## config.mk

```make
export PLATFORM = sky130hd
export DESIGN_NAME = uart_tx_param
export DESIGN_NICKNAME = d
export VERILOG_FILES = /design/src/rtl/uart_tx_param.sv
export SDC_FILE = /design/constraint.sdc
export NUM_CORES = 1
export LEC_CHECK = 0
export BUFFER_PORTS_ARGS = -buffer_cell sky130_fd_sc_hd__buf_2
export CORE_ASPECT_RATIO = 0.7
export CORE_MARGIN = 2
export CORE_UTILIZATION = 45
export CTS_CLUSTER_SIZE = 12
export DETAILED_ROUTE_END_ITERATION = 10
export SYNTH_ARGS = -nofsm -noshare
export SYNTH_HDL_FRONTEND = slang
export SYNTH_SLANG_ARGS = --single-unit
```

## constraint.sdc

```tcl
create_clock -name i_Clock -period 8.46 [get_ports i_Clock]
set_input_delay 0.846 -clock i_Clock [delete_from_list [all_inputs] [get_ports i_Clock]]
set_output_delay 0.846 -clock i_Clock [all_outputs]
set_load 0.03 [all_outputs]
```

## src/rtl/uart_tx_param.sv

```systemverilog
// UART transmitter with runtime-configurable frame format and a small
// transmit FIFO. Frame format (divisor, data bits, parity, stop bits) is
// captured when a word leaves the FIFO and then held for the whole frame.
module uart_tx_param #(
  parameter int CLK_DIV_W  = 16,
  parameter int FIFO_DEPTH = 4
) (
  input  logic                        i_Clock,
  input  logic                        i_Rst,
  input  logic                        i_TX_DV,
  input  logic [7:0]                  i_TX_Byte,
  input  logic [CLK_DIV_W-1:0]        i_Clks_Per_Bit,
  input  logic [3:0]                  i_Data_Bits,
  input  logic [1:0]                  i_Parity_Mode,
  input  logic                        i_Stop_Bits,
  output logic                        o_TX_Serial,
  output logic                        o_TX_Active,
  output logic                        o_TX_Done,
  output logic                        o_TX_Ready,
  output logic [$clog2(FIFO_DEPTH):0] o_FIFO_Count
);

  localparam int AW   = $clog2(FIFO_DEPTH);
  localparam int CNTW = AW + 1;
  localparam int PW   = CLK_DIV_W + 1;

  typedef enum logic [2:0] {IDLE, START, DATA, PARITY, STOP} state_t;

  state_t          state, state_nx;

  // FIFO
  logic [7:0]      mem [FIFO_DEPTH];
  logic [AW-1:0]   wr_ptr, rd_ptr;
  logic [CNTW-1:0] count;
  logic            push, pop, fifo_empty;
  logic [7:0]      head;

  // Frame datapath (latched at pop)
  logic [PW-1:0]   bit_cnt, period;
  logic [7:0]      shreg;
  logic [3:0]      nbits, bit_idx;
  logic            par_en, par_bit, stop2, stop_idx;
  logic            bit_end, frame_end;

  // Decoded live configuration, only consumed on the pop edge
  logic [PW-1:0]   period_in;
  logic [3:0]      nbits_in;
  logic [7:0]      data_mask;
  logic            par_in, par_en_in;

  assign fifo_empty   = (count == '0);
  assign o_TX_Ready   = (count < CNTW'(FIFO_DEPTH));
  assign push         = i_TX_DV && o_TX_Ready;
  assign head         = mem[rd_ptr];
  assign o_FIFO_Count = count;
  assign o_TX_Active  = (state != IDLE);
  assign bit_end      = (bit_cnt == period - PW'(1));

  // Clamp divisor and data width, precompute parity of the head word
  always_comb begin
    period_in = {1'b0, i_Clks_Per_Bit};
    if (period_in < PW'(2))
      period_in = PW'(2);
    if (i_Data_Bits < 4'd5)
      nbits_in = 4'd5;
    else if (i_Data_Bits > 4'd8)
      nbits_in = 4'd8;
    else
      nbits_in = i_Data_Bits;
    data_mask = 8'hFF >> (4'd8 - nbits_in);
    par_in    = ^(head & data_mask);
    if (i_Parity_Mode == 2'b10)
      par_in = ~par_in;
    par_en_in = (i_Parity_Mode == 2'b01) || (i_Parity_Mode == 2'b10);
  end

  // FIFO storage; contents are qualified by count, so no reset needed
  always_ff @(posedge i_Clock) begin
    if (push)
      mem[wr_ptr] <= i_TX_Byte;
  end

  // FIFO pointers and occupancy
  always_ff @(posedge i_Clock or posedge i_Rst) begin
    if (i_Rst) begin
      wr_ptr <= '0;
      rd_ptr <= '0;
      count  <= '0;
    end else begin
      if (push)
        wr_ptr <= wr_ptr + AW'(1);
      if (pop)
        rd_ptr <= rd_ptr + AW'(1);
      case ({push, pop})
        2'b10:   count <= count + CNTW'(1);
        2'b01:   count <= count - CNTW'(1);
        default: count <= count;
      endcase
    end
  end

  // Next-state logic; the last stop bit can chain straight into the next START
  always_comb begin
    state_nx  = state;
    pop       = 1'b0;
    frame_end = 1'b0;
    case (state)
      IDLE: begin
        if (!fifo_empty) begin
          pop      = 1'b1;
          state_nx = START;
        end
      end
      START: begin
        if (bit_end)
          state_nx = DATA;
      end
      DATA: begin
        if (bit_end && (bit_idx == nbits - 4'd1))
          state_nx = par_en ? PARITY : STOP;
      end
      PARITY: begin
        if (bit_end)
          state_nx = STOP;
      end
      STOP: begin
        if (bit_end && (stop_idx == stop2)) begin
          frame_end = 1'b1;
          if (!fifo_empty) begin
            pop      = 1'b1;
            state_nx = START;
          end else begin
            state_nx = IDLE;
          end
        end
      end
      default: state_nx = IDLE;
    endcase
  end

  // State register and end-of-frame pulse
  always_ff @(posedge i_Clock or posedge i_Rst) begin
    if (i_Rst) begin
      state     <= IDLE;
      o_TX_Done <= 1'b0;
    end else begin
      state     <= state_nx;
      o_TX_Done <= frame_end;
    end
  end

  // Bit timing, shift register and per-frame configuration
  always_ff @(posedge i_Clock or posedge i_Rst) begin
    if (i_Rst) begin
      bit_cnt  <= '0;
      period   <= PW'(2);
      shreg    <= '0;
      nbits    <= 4'd8;
      bit_idx  <= '0;
      par_en   <= 1'b0;
      par_bit  <= 1'b0;
      stop2    <= 1'b0;
      stop_idx <= 1'b0;
    end else if (pop) begin
      bit_cnt  <= '0;
      period   <= period_in;
      shreg    <= head;
      nbits    <= nbits_in;
      bit_idx  <= '0;
      par_en   <= par_en_in;
      par_bit  <= par_in;
      stop2    <= i_Stop_Bits;
      stop_idx <= 1'b0;
    end else if (state != IDLE) begin
      if (bit_end) begin
        bit_cnt <= '0;
        if (state == DATA) begin
          shreg   <= shreg >> 1;
          bit_idx <= bit_idx + 4'd1;
        end
        if (state == STOP)
          stop_idx <= 1'b1;
      end else begin
        bit_cnt <= bit_cnt + PW'(1);
      end
    end
  end

  // Serial line value per state; idle and stop are high
  always_comb begin
    o_TX_Serial = 1'b1;
    case (state)
      START:   o_TX_Serial = 1'b0;
      DATA:    o_TX_Serial = shreg[0];
      PARITY:  o_TX_Serial = par_bit;
      default: o_TX_Serial = 1'b1;
    endcase
  end

endmodule

```

==> impl_metrics.yaml, run 1 <==
status:
  status: "finished, final reports clean"
floorplanning:
  die_y_um: 92.6
  pin_count: 41
  die_w_um: 131
  dieArea_um2: 12100
  coreArea_um2: 11000
  core.rowCount: 32
  initial_utilization_pct: 46.0
drt:
  postRouteAntennaNets: 0
  wl_per_cell_um: 16.9
  first_iter_violations: 225
  drt-total-wl_um: 10700
  viasPerCell: 5.43
  remaining_drc_errors: 0
  first_pass_iters: 5
  vias: 3452
cts:
  cts_tree: "done"
  h-tree-depth: 3
  hold_buffers: 0
  cts_sinks: 96
  cts_buffers: 9
  postCtsSetupBuffers: 0
  clockBufferDepth: 2
  clk_latency_ns: 0.34
  cts-resized-gates: 0
  cts-root-buf: "clkbuf_16"
  clk_pin_slew_ns: 0.07
sta:
  clock_skew_ns: 0.00816
  final.period_utilization_pct: 57.3
  min_period_ns: 4.84
  drv_slew: 0
  setup_slack_ns: 3.62
  final.setup.tns_ns: 0
  final_hold_viol_count: 0
  rsz0062_at_grt: "no"
  max_freq_mhz: 206
  hold_ws_ns: 0.517
  max_slew_margin_pct: 42.3
  setup_viol: 0
  worst_slew_pin_slew_ns: 0.863
grt:
  grt_pass1_vias: 3349
  grt-ovfl-total: 0
  grt_pass1_wl_um: 17900
  antenna_found_initial: 0
  grt_max_degree: 65
  grt.total_usage_pct: 19.6
worst_setup_path:
  worstPathArrival_ns: 5.11
  endpoint_kind: "register"
  r2r_setup_slack_ns: 3.62
  path_max_fanout: 27
  critPathRequiredTime_ns: 8.73
  crit_type: "register to register"
  reg2reg_from: "period[0]"
  reg2reg_depth: 15
  rr_endpoint: "o_FIFO_Count[2]"
  start_kind: "register"
synth:
  synth_cell_types: 61
  synth_area_leaders: "dfrtp_1, edfxtp_1, xnor2_1"
  synth_top_area_cell: "dfrtp_1"
  dominantRegCellSynth: "dfrtp_1"
  netlist_area_um2: 5050
  avgSynthCellArea_um2: 11.4
  ys_seq_area_share_pct: 50.8
  synth_top_area_share_pct: 30.7
  synth.most_common_cell: "dfrtp_1"
  synth_seq_cells: 96
  synth-edff-count: 32
  ys_warn_count: 0
  synthArstFlopShare_pct: 66.7
  syn_nets: 490
  ys_top_cells_by_count: "dfrtp_1, xnor2_1, nor2_1"
  syn_inst: 441
placed_design:
  place.gp.congestion: 0.851
  hpwlAfterDp_um: 7920
  preCtsSetupSlack_ns: 3.67
  portBuffers: 40
power:
  share_seq_of_total_power_pct: 43.4
  design_power_total_w: 0.00178
  ir_drop_mv: 0.152
  p_switching_w: 0.000650
  combPwrFrac_pct: 33.7
  p_clk_share_pct: 22.9
  p_int_w: 0.00113
  leakagePower_nw: 2.24
  power_density_nw_per_um2: 315
  swShare_pct: 36.5
worst_hold_path:
  hold_depth: 1
  hold_class: "register to register"
  hold_end: "stop_idx"
  hp-start: "stop_idx"
cells_and_area:
  area_growth_syn_to_layout_pct: 12.3
  insertedDiodeCount: 0
  fin_nets: 527
  drive_above_1_share_pct: 16.8
job:
  drv_cap: 0
-- sequential cells by signal, summed over array words and instances, names as in the netlist --
name	cells
bit_cnt	17
wr_ptr	2
par_en	1
state	3
bit_idx	4
o_TX_Done	1
nbits	4
stop2	1
stop_idx	1
o_FIFO_Count	3
par_bit	1
rd_ptr	2
mem	32
period	16
shreg	8
-- worst max-delay path: stages, from the launching register on --
cell	delay, ns
dfrtp_1	0.43
inv_1	0.10
ha_1	0.22
nor3b_2	0.44
a41oi_1	0.20
or3b_1	0.43
or4b_4	0.56
o41ai_4	0.71
nand2_2	0.17
clkinv_2	0.38
ha_1	0.27
inv_1	0.06
fa_1	0.37
xor2_1	0.15
nor2_1	0.12
xnor2_1	0.13
-- worst max path at each step --
stage	endpoint	start	cells after the start	slack [ns]
4_1_cts	o_FIFO_Count[2]	period[0]	15	3.64
3_3_place_gp	o_FIFO_Count[2]	period[0]	15	3.91
5_1_grt	o_FIFO_Count[2]	period[0]	15	3.31
6_report	o_FIFO_Count[2]	period[0]	15	3.62
3_5_place_dp	o_FIFO_Count[2]	period[0]	15	3.67
2_1_floorplan	o_FIFO_Count[2]	period[0]	16	4.57
-- cell type report --
cell class / instances / area (µm²)
clock buffers: 11 / 233
clock inverters: 5 / 63.8
fillers: 1013 / 5300
inverters: 25 / 95.1
multi-input cells: 305 / 2310
flip-flops and latches: 96 / 2560
well taps: 153 / 191
repair buffers: 41 / 208
-- power groups by stage --
stage,clock (W),combinational (W),sequential [W]
global route,0.000441,0.000667,0.000799
CTS,0.000420,0.000604,0.000774
finish,0.000409,0.000601,0.000774
detailed placement,0,0.000601,0.000783
global placement,0,0.000589,0.000776
floorplan,0,0.000511,0.000716
-- layout by cell type, fill, tap and decap left out, types with 13 or more instances in the layout --
cell type	netlist	layout
nand3_1	15	15
mux2_1	16	16
xor2_1	18	18
ha_1	14	14
buf_2	4	40
xnor2_1	39	39
inv_1	22	21
nor2_1	38	38
nand2_1	27	27
a21oi_1	13	13
nor3_1	14	14
edfxtp_1	32	32
dfrtp_1	62	62
-- per-stage QoR --
| stage | std cells | area [µm²] | util [%] |
|---|---|---|---|
| 3_3_place_gp | 620 | 5370 | 49.0 |
| 2_1_floorplan | 441 | 5050 | - |
| 3_5_place_dp | 620 | 5370 | 49.0 |
| 6_report | 636 | 5670 | 51.7 |
| 4_1_cts | 636 | 5670 | 51.7 |
| 5_1_grt | 636 | 5670 | 51.7 |
-- cells by family (layout without fill, tap and decap cells) --
logic type | Yosys count | after routing | share of synthesized area, %
multiplexers | 28 | 28 | 7.96
AO/OA/AOI/OAI | 53 | 53 | 7.86
AND/OR/NAND/NOR | 152 | 152 | 16.2
buffers and inverters | 40 | 82 | 3.40
flip-flops | 96 | 96 | 50.8
adder cells (fa/ha/maj) | 15 | 15 | 3.87
XOR/XNOR | 57 | 57 | 9.89
-- per-layer routing --
metal,track usage (%),vias to the layer above,part of all wire [%]
li1,-,1663,-
met1,32.7,1686,55
met2,25.1,93,39
met3,4.39,10,5.0
met4,4.88,0,0.99
met5,0,-,0
Note: power is estimated with default switching activity, not from simulation.
==> inputs of run 2 (changes only) <==
ABC_AREA = 1   (was default)
clock period = 4.1 ns   (was 8.46 ns; I/O delays follow)
==> run 2 against run 1 <==
Against the previous run:
- die area increased by 9.7%
- clock-buffer cell count decreased by 2
- critical path depth increased by 5
- clock skew decreased by 0.00057 ns
- routed wire length increased by 22%
- total power increased by 46%
- largest power group unchanged
==> impl_metrics.yaml, run 2 <==
cells_and_area:
  layout_commonest_cell: "nand2_1"
  layout_common_cells: "nand2_1, nor2_1, inv_1"
  insertedDiodeCount: 0
  stdcell_count: 903
  reg.largest.list: "mem (32), bit_cnt (17), period (16)"
  drive_above_1_share_pct: 11.3
  area_growth_syn_to_layout_pct: 10.9
  fin_nets: 790
  largest_reg_flops: 32
  largest-register: "mem"
  utilization_pct: 51.8
synth:
  netlist_area_um2: 5560
  synth_area_leaders: "dfrtp_1, edfxtp_1, nand2_1"
  syn_inst: 705
  dominantRegCellSynth: "dfrtp_1"
  synth_top_area_share_pct: 27.9
  ys_top_cells_by_count: "nand2_1, nor2_1, inv_1"
  synth_cell_types: 41
  synth_top_family_by_area: "simple AND/OR/NAND/NOR gates"
  synthMuxAreaShare_pct: 0
  synth_seq_cells: 96
  ys_warn_count: 0
  avgSynthCellArea_um2: 7.88
  ys_seq_area_share_pct: 46.2
  synth-xor-area-share_pct: 5.52
  synth.most_common_cell: "nand2_1"
  synth-edff-count: 32
  synth_top_area_cell: "dfrtp_1"
  syn_nets: 754
  synthArstFlopShare_pct: 66.7
  synthSimpleGateAreaFrac_pct: 30.6
  synth-compound-area-share_pct: 6.67
  synth_fa_ha_area_share_pct: 3.51
sta:
  clock_skew_ns: 0.00759
  min_period_ns: 3.64
  rsz0062_at_grt: "no"
  final.period_utilization_pct: 88.8
  final.setup.tns_ns: 0
  max_slew_margin_pct: 36.2
  final_hold_viol_count: 0
  max_freq_mhz: 275
  hold_ws_ns: 0.260
  setup_viol: 0
  drv_slew: 0
  worst_slew_pin_slew_ns: 0.955
floorplanning:
  dieArea_um2: 13300
  coreArea_um2: 11900
  die_y_um: 97.0
  pin_count: 41
  core.rowCount: 33
  initial_utilization_pct: 46.7
  die_w_um: 137
placed_design:
  portBuffers: 40
  hpwlAfterDp_um: 9830
  place_inst: 887
  place.gp.congestion: 0.914
worst_setup_path:
  worstPathArrival_ns: 3.88
  reg2reg_depth: 20
  crit_family: "simple AND/OR/NAND/NOR gates"
  r2r_setup_slack_ns: 0.46
  endpoint_kind: "register"
  slowest_delay_ns: 0.40
  path_max_fanout: 34
  cpMostUsedCell: "nand2_1"
  crit_type: "register to register"
  critPathRequiredTime_ns: 4.34
  cp_slowest_cell: "dfrtp_1"
  start_kind: "register"
  crit_chain: "inv_1, ha_1, nand2_1, nor2_1, nand2_1, o21ai_1, nand2_1, nand2_1, nand2_1, nor2_2, nand3_4, nand2_4, nand2_4, clkinv_4, ha_1, inv_1, fa_1, a21oi_1, o21ai_0, xor2_1"
  critPathBufInv: 3
  rr_endpoint: "o_FIFO_Count[2]"
  reg2reg_from: "period[0]"
drt:
  met1_length_um: 7130
  postRouteAntennaNets: 0
  remaining_drc_errors: 0
  first_iter_violations: 286
  dr_wl_met3_um: 616
  first_pass_iters: 7
  viasPerCell: 5.09
  vias: 4597
  drt-total-wl_um: 13200
  highest_layer: "met4"
  wl_per_cell_um: 14.6
  wl_met2_um: 5340
power:
  leakagePower_nw: 2.90
  swShare_pct: 33.4
  ir_drop_mv: 0.283
  p_int_w: 0.00174
  p_clk_share_pct: 33.0
  share_seq_of_total_power_pct: 46.5
  combPwrFrac_pct: 20.5
  p_switching_w: 0.000868
  power_density_nw_per_um2: 422
cts:
  cts_tree: "done"
  cts_buffers: 9
  cts-root-buf: "clkbuf_16"
  clockBufferDepth: 2
  h-tree-depth: 3
  clk_latency_ns: 0.36
  cts-resized-gates: 0
  cts_sinks: 96
  postCtsSetupBuffers: 0
  clk_pin_slew_ns: 0.08
  hold_buffers: 0
grt:
  grt-ovfl-total: 0
  grt_pass1_vias: 4293
  antenna_found_initial: 0
  grt.total_usage_pct: 21.2
  grt_max_degree: 46
  grt_pass1_wl_um: 21900
status:
  status: "finished, final reports clean"
job:
  drv_cap: 0
worst_hold_path:
  hold_class: "primary input to asynchronous set/reset pin"
run 2: cell count changes after synthesis, moves of 8 or more:
cell	previous run	this run
nand2_1	27	219
inv_1	22	76
nand3_1	15	57
nor2_1	38	77
xnor2_1	39	11
mux2_1	16	0
o21ai_0	7	22
o211ai_1	1	11
a21oi_1	13	5
mux4_2	8	0
o21ai_1	7	15
run 2: kinds of logic (layout without fill, tap and decap cells):
| group | after synthesis | count (layout) |
|---|---|---|
| buffers and inverters | 99 | 140 |
| flip-flops | 96 | 96 |
| XOR/XNOR | 35 | 35 |
| AND/OR/NAND/NOR | 397 | 397 |
| AO/OA/AOI/OAI | 63 | 63 |
| adder cells (fa/ha/maj) | 15 | 15 |
run 2: metrics by stage:
stage | power [W] | setup slack, ns | cell area, µm²
finish | 0.00260 | 0.459 | 6160
floorplan | 0.00161 | 0.988 | 5560
global route | 0.00276 | 0.160 | 6160
global placement | 0.00174 | 0.602 | 5860
detailed placement | 0.00177 | 0.498 | 5860
CTS | 0.00262 | 0.478 | 6160
run 2: cell type report:
| cell class | instances | area (µm²) |
|---|---|---|
| Inverter | 82 | 313 |
| Multi-Input combinational cell | 510 | 2570 |
| Tap cell | 157 | 196 |
| Clock inverter | 7 | 75.1 |
| Fill cell | 1194 | 5730 |
| Clock buffer | 9 | 225 |
| Sequential cell | 96 | 2560 |
| Timing Repair Buffer | 42 | 215 |
run 2: worst register-to-register path, cell delays in order, from the launching register on:
cell,delay [ns]
dfrtp_1,0.40
inv_1,0.15
ha_1,0.26
nand2_1,0.08
nor2_1,0.26
nand2_1,0.16
o21ai_1,0.18
nand2_1,0.07
nand2_1,0.08
nand2_1,0.06
nor2_2,0.20
nand3_4,0.13
nand2_4,0.14
nand2_4,0.07
clkinv_4,0.23
ha_1,0.20
inv_1,0.07
fa_1,0.38
a21oi_1,0.15
o21ai_0,0.11
xor2_1,0.16
run 2: worst max path at each step:
stage / start / end / slack, ns / depth (start not counted)
floorplan: period[0] / o_FIFO_Count[2] / 0.99 / 21
global placement: period[0] / o_FIFO_Count[2] / 0.60 / 20
detailed placement: period[0] / o_FIFO_Count[2] / 0.50 / 20
CTS: period[0] / o_FIFO_Count[2] / 0.48 / 20
global route: period[0] / o_FIFO_Count[2] / 0.16 / 20
finish: period[0] / o_FIFO_Count[2] / 0.46 / 20
run 2: power by group through the flow:
stage	logic [W]	registers (W)	clock network [W]
floorplan	0.000382	0.00122	0
detailed placement	0.000536	0.00123	0
finish	0.000534	0.00121	0.000859
CTS	0.000540	0.00121	0.000873
global route	0.000615	0.00123	0.000916
global placement	0.000519	0.00122	0
run 2: routing by layer:
metal,global-route usage [%],vias to the layer above
met5,0,-
met1,33.8,2154
met4,3.25,0
met3,5.29,7
li1,-,2337
met2,29.4,99
==> inputs of run 3 (changes only) <==
ABC_AREA = default   (was 1)
PLACE_DENSITY = 0.65   (was default)
==> run 3 against run 2 <==
Against the previous run:
- sequential power increased by 31%
- largest cell class is now flip-flops and latches
- hold slack got worse by 0.11 ns
- non-clock buffer count increased by 2
- design area decreased by 7.6%
- via count decreased by 26%
- total power increased by 40%
- core utilization increased by 0.075 points
- clock-buffer cell count increased by 1
- register-to-register slack got worse by 0.23 ns
- largest power group unchanged
==> impl_metrics.yaml, run 3 (synthesis gave the netlist of run 1 again) <==
sta:
  setup_slack_ns: 0.231
  final.setup.tns_ns: 0
  clock_skew_ns: 0.00874
  max_slew_margin_pct: 52.1
  final.period_utilization_pct: 94.4
  drv_slew: 0
  worst_slew_pin_slew_ns: 0.712
  final_hold_viol_count: 0
  max_freq_mhz: 258
  min_period_ns: 3.87
  setup_viol: 0
  rsz0062_at_grt: "no"
drt:
  first_pass_iters: 5
  first_iter_violations: 225
  remaining_drc_errors: 0
  viasPerCell: 5.33
  wl_per_cell_um: 16.1
  postRouteAntennaNets: 0
  vias: 3407
  drt-total-wl_um: 10300
power:
  design_power_total_w: 0.00366
  power_density_nw_per_um2: 642
  swShare_pct: 36.9
  leakagePower_nw: 2.26
  combPwrFrac_pct: 33.9
  p_switching_w: 0.00135
  p_clk_share_pct: 22.7
  share_seq_of_total_power_pct: 43.5
  ir_drop_mv: 0.432
  p_int_w: 0.00231
cells_and_area:
  reg.largest.list: "mem (32), bit_cnt (17), period (16)"
  multi_input_area_um2: 2320
  insertedDiodeCount: 0
  drive_above_1_share_pct: 17.7
  largest_reg_flops: 32
  fillers: 971
  fin_nets: 530
  regArea_um2: 2560
  layout_common_cells: "dfrtp_1, buf_2, xnor2_1"
  area_growth_syn_to_layout_pct: 12.8
  layout_commonest_cell: "dfrtp_1"
  largest-register: "mem"
worst_setup_path:
  path_max_fanout: 7
  cp_slowest_cell: "or4b_4"
  crit_type: "register to register"
  start_kind: "register"
  slowest_delay_ns: 0.55
  crit_chain: "inv_1, ha_1, nor3b_4, a41oi_1, or3b_1, or4b_4, o41ai_4, nand2_2, clkinv_2, ha_1, inv_1, fa_1, xor2_1, nor2_1, xnor2_1"
  critPathRequiredTime_ns: 4.37
  worstPathArrival_ns: 4.14
  crit_family: "simple AND/OR/NAND/NOR gates"
  endpoint_kind: "register"
  r2r_setup_slack_ns: 0.23
  critPathBufInv: 3
grt:
  grt-ovfl-total: 0
  antenna_found_initial: 0
  grt_max_degree: 36
  grt_pass1_vias: 3281
  grt.total_usage_pct: 18.2
  grt_pass1_wl_um: 16800
cts:
  cts_sinks: 96
  cts-root-buf: "clkbuf_16"
  h-tree-depth: 3
  cts_tree: "done"
  clk_pin_slew_ns: 0.07
  hold_buffers: 0
  cts_buffers: 9
  clockBufferDepth: 2
  clk_latency_ns: 0.35
worst_hold_path:
  hold_class: "primary input to asynchronous set/reset pin"
placed_design:
  place.gp.congestion: 0.857
  hpwlAfterDp_um: 7680
  preCtsSetupSlack_ns: 0.160
  portBuffers: 40
floorplanning:
  die_y_um: 92.6
  core.rowCount: 32
  die_w_um: 131
  initial_utilization_pct: 46.0
  pin_count: 41
  dieArea_um2: 12100
  coreArea_um2: 11000
status:
  status: "finished, final reports clean"
job:
  drv_cap: 0
-- run 3: metal layers --
metal,wire length [µm],share of wire [%],vias up,track usage [%]
met2,4310,42,74,24.8
met5,0,0,-,0
met4,104,1.0,0,5.85
met1,5400,53,1671,28.9
met3,468,4.6,9,3.52
li1,-,-,1653,-
-- run 3: path summary, 6_finish.rpt --
check	startpoint	to	depth (start not counted)
min reg2reg	stop_idx	stop_idx	1
max	period[0]	o_FIFO_Count[2]	15
min in group i_Clock	i_TX_Byte[2]	mem[3][2]	1
min	i_Rst	bit_idx[3]	2
max in group asynchronous	i_Rst	nbits[3]	3
max reg2reg	period[0]	o_FIFO_Count[2]	15
-- run 3: stage by stage --
step                      util (%)  area (µm²)  hold WS, ns  instances
after floorplan                  -        5050        0.479        441
after global placement        49.2        5390        0.496        623
after detailed placement      49.2        5390        0.499        623
after CTS                     51.9        5690        0.174        639
after global routing          51.9        5700        0.201        639
final                         51.9        5700        0.149        639
-- run 3: cell type report --
class / instances / share of cell area [%]
timing repair buffer: 44 / 4.04
multi-input combinational: 305 / 40.7
tap: 153 / 3.36
clock inverter: 6 / 0.989
sequential: 96 / 45.0
inverter: 25 / 1.67
clock buffer: 10 / 4.20
-- run 3: power groups by stage --
stage	clock [W]	combinational, W	sequential [W]
after floorplan	0	0.00105	0.00148
after global placement	0	0.00120	0.00159
after detailed placement	0	0.00124	0.00160
after CTS	0.000843	0.00124	0.00159
after global routing	0.000877	0.00138	0.00164
final	0.000829	0.00124	0.00159
-- run 3: timing repair --
action / CTS / global route
setup endpoints to repair: 0 / 1
setup buffers: 0 / 0
resized for setup: 0 / 1
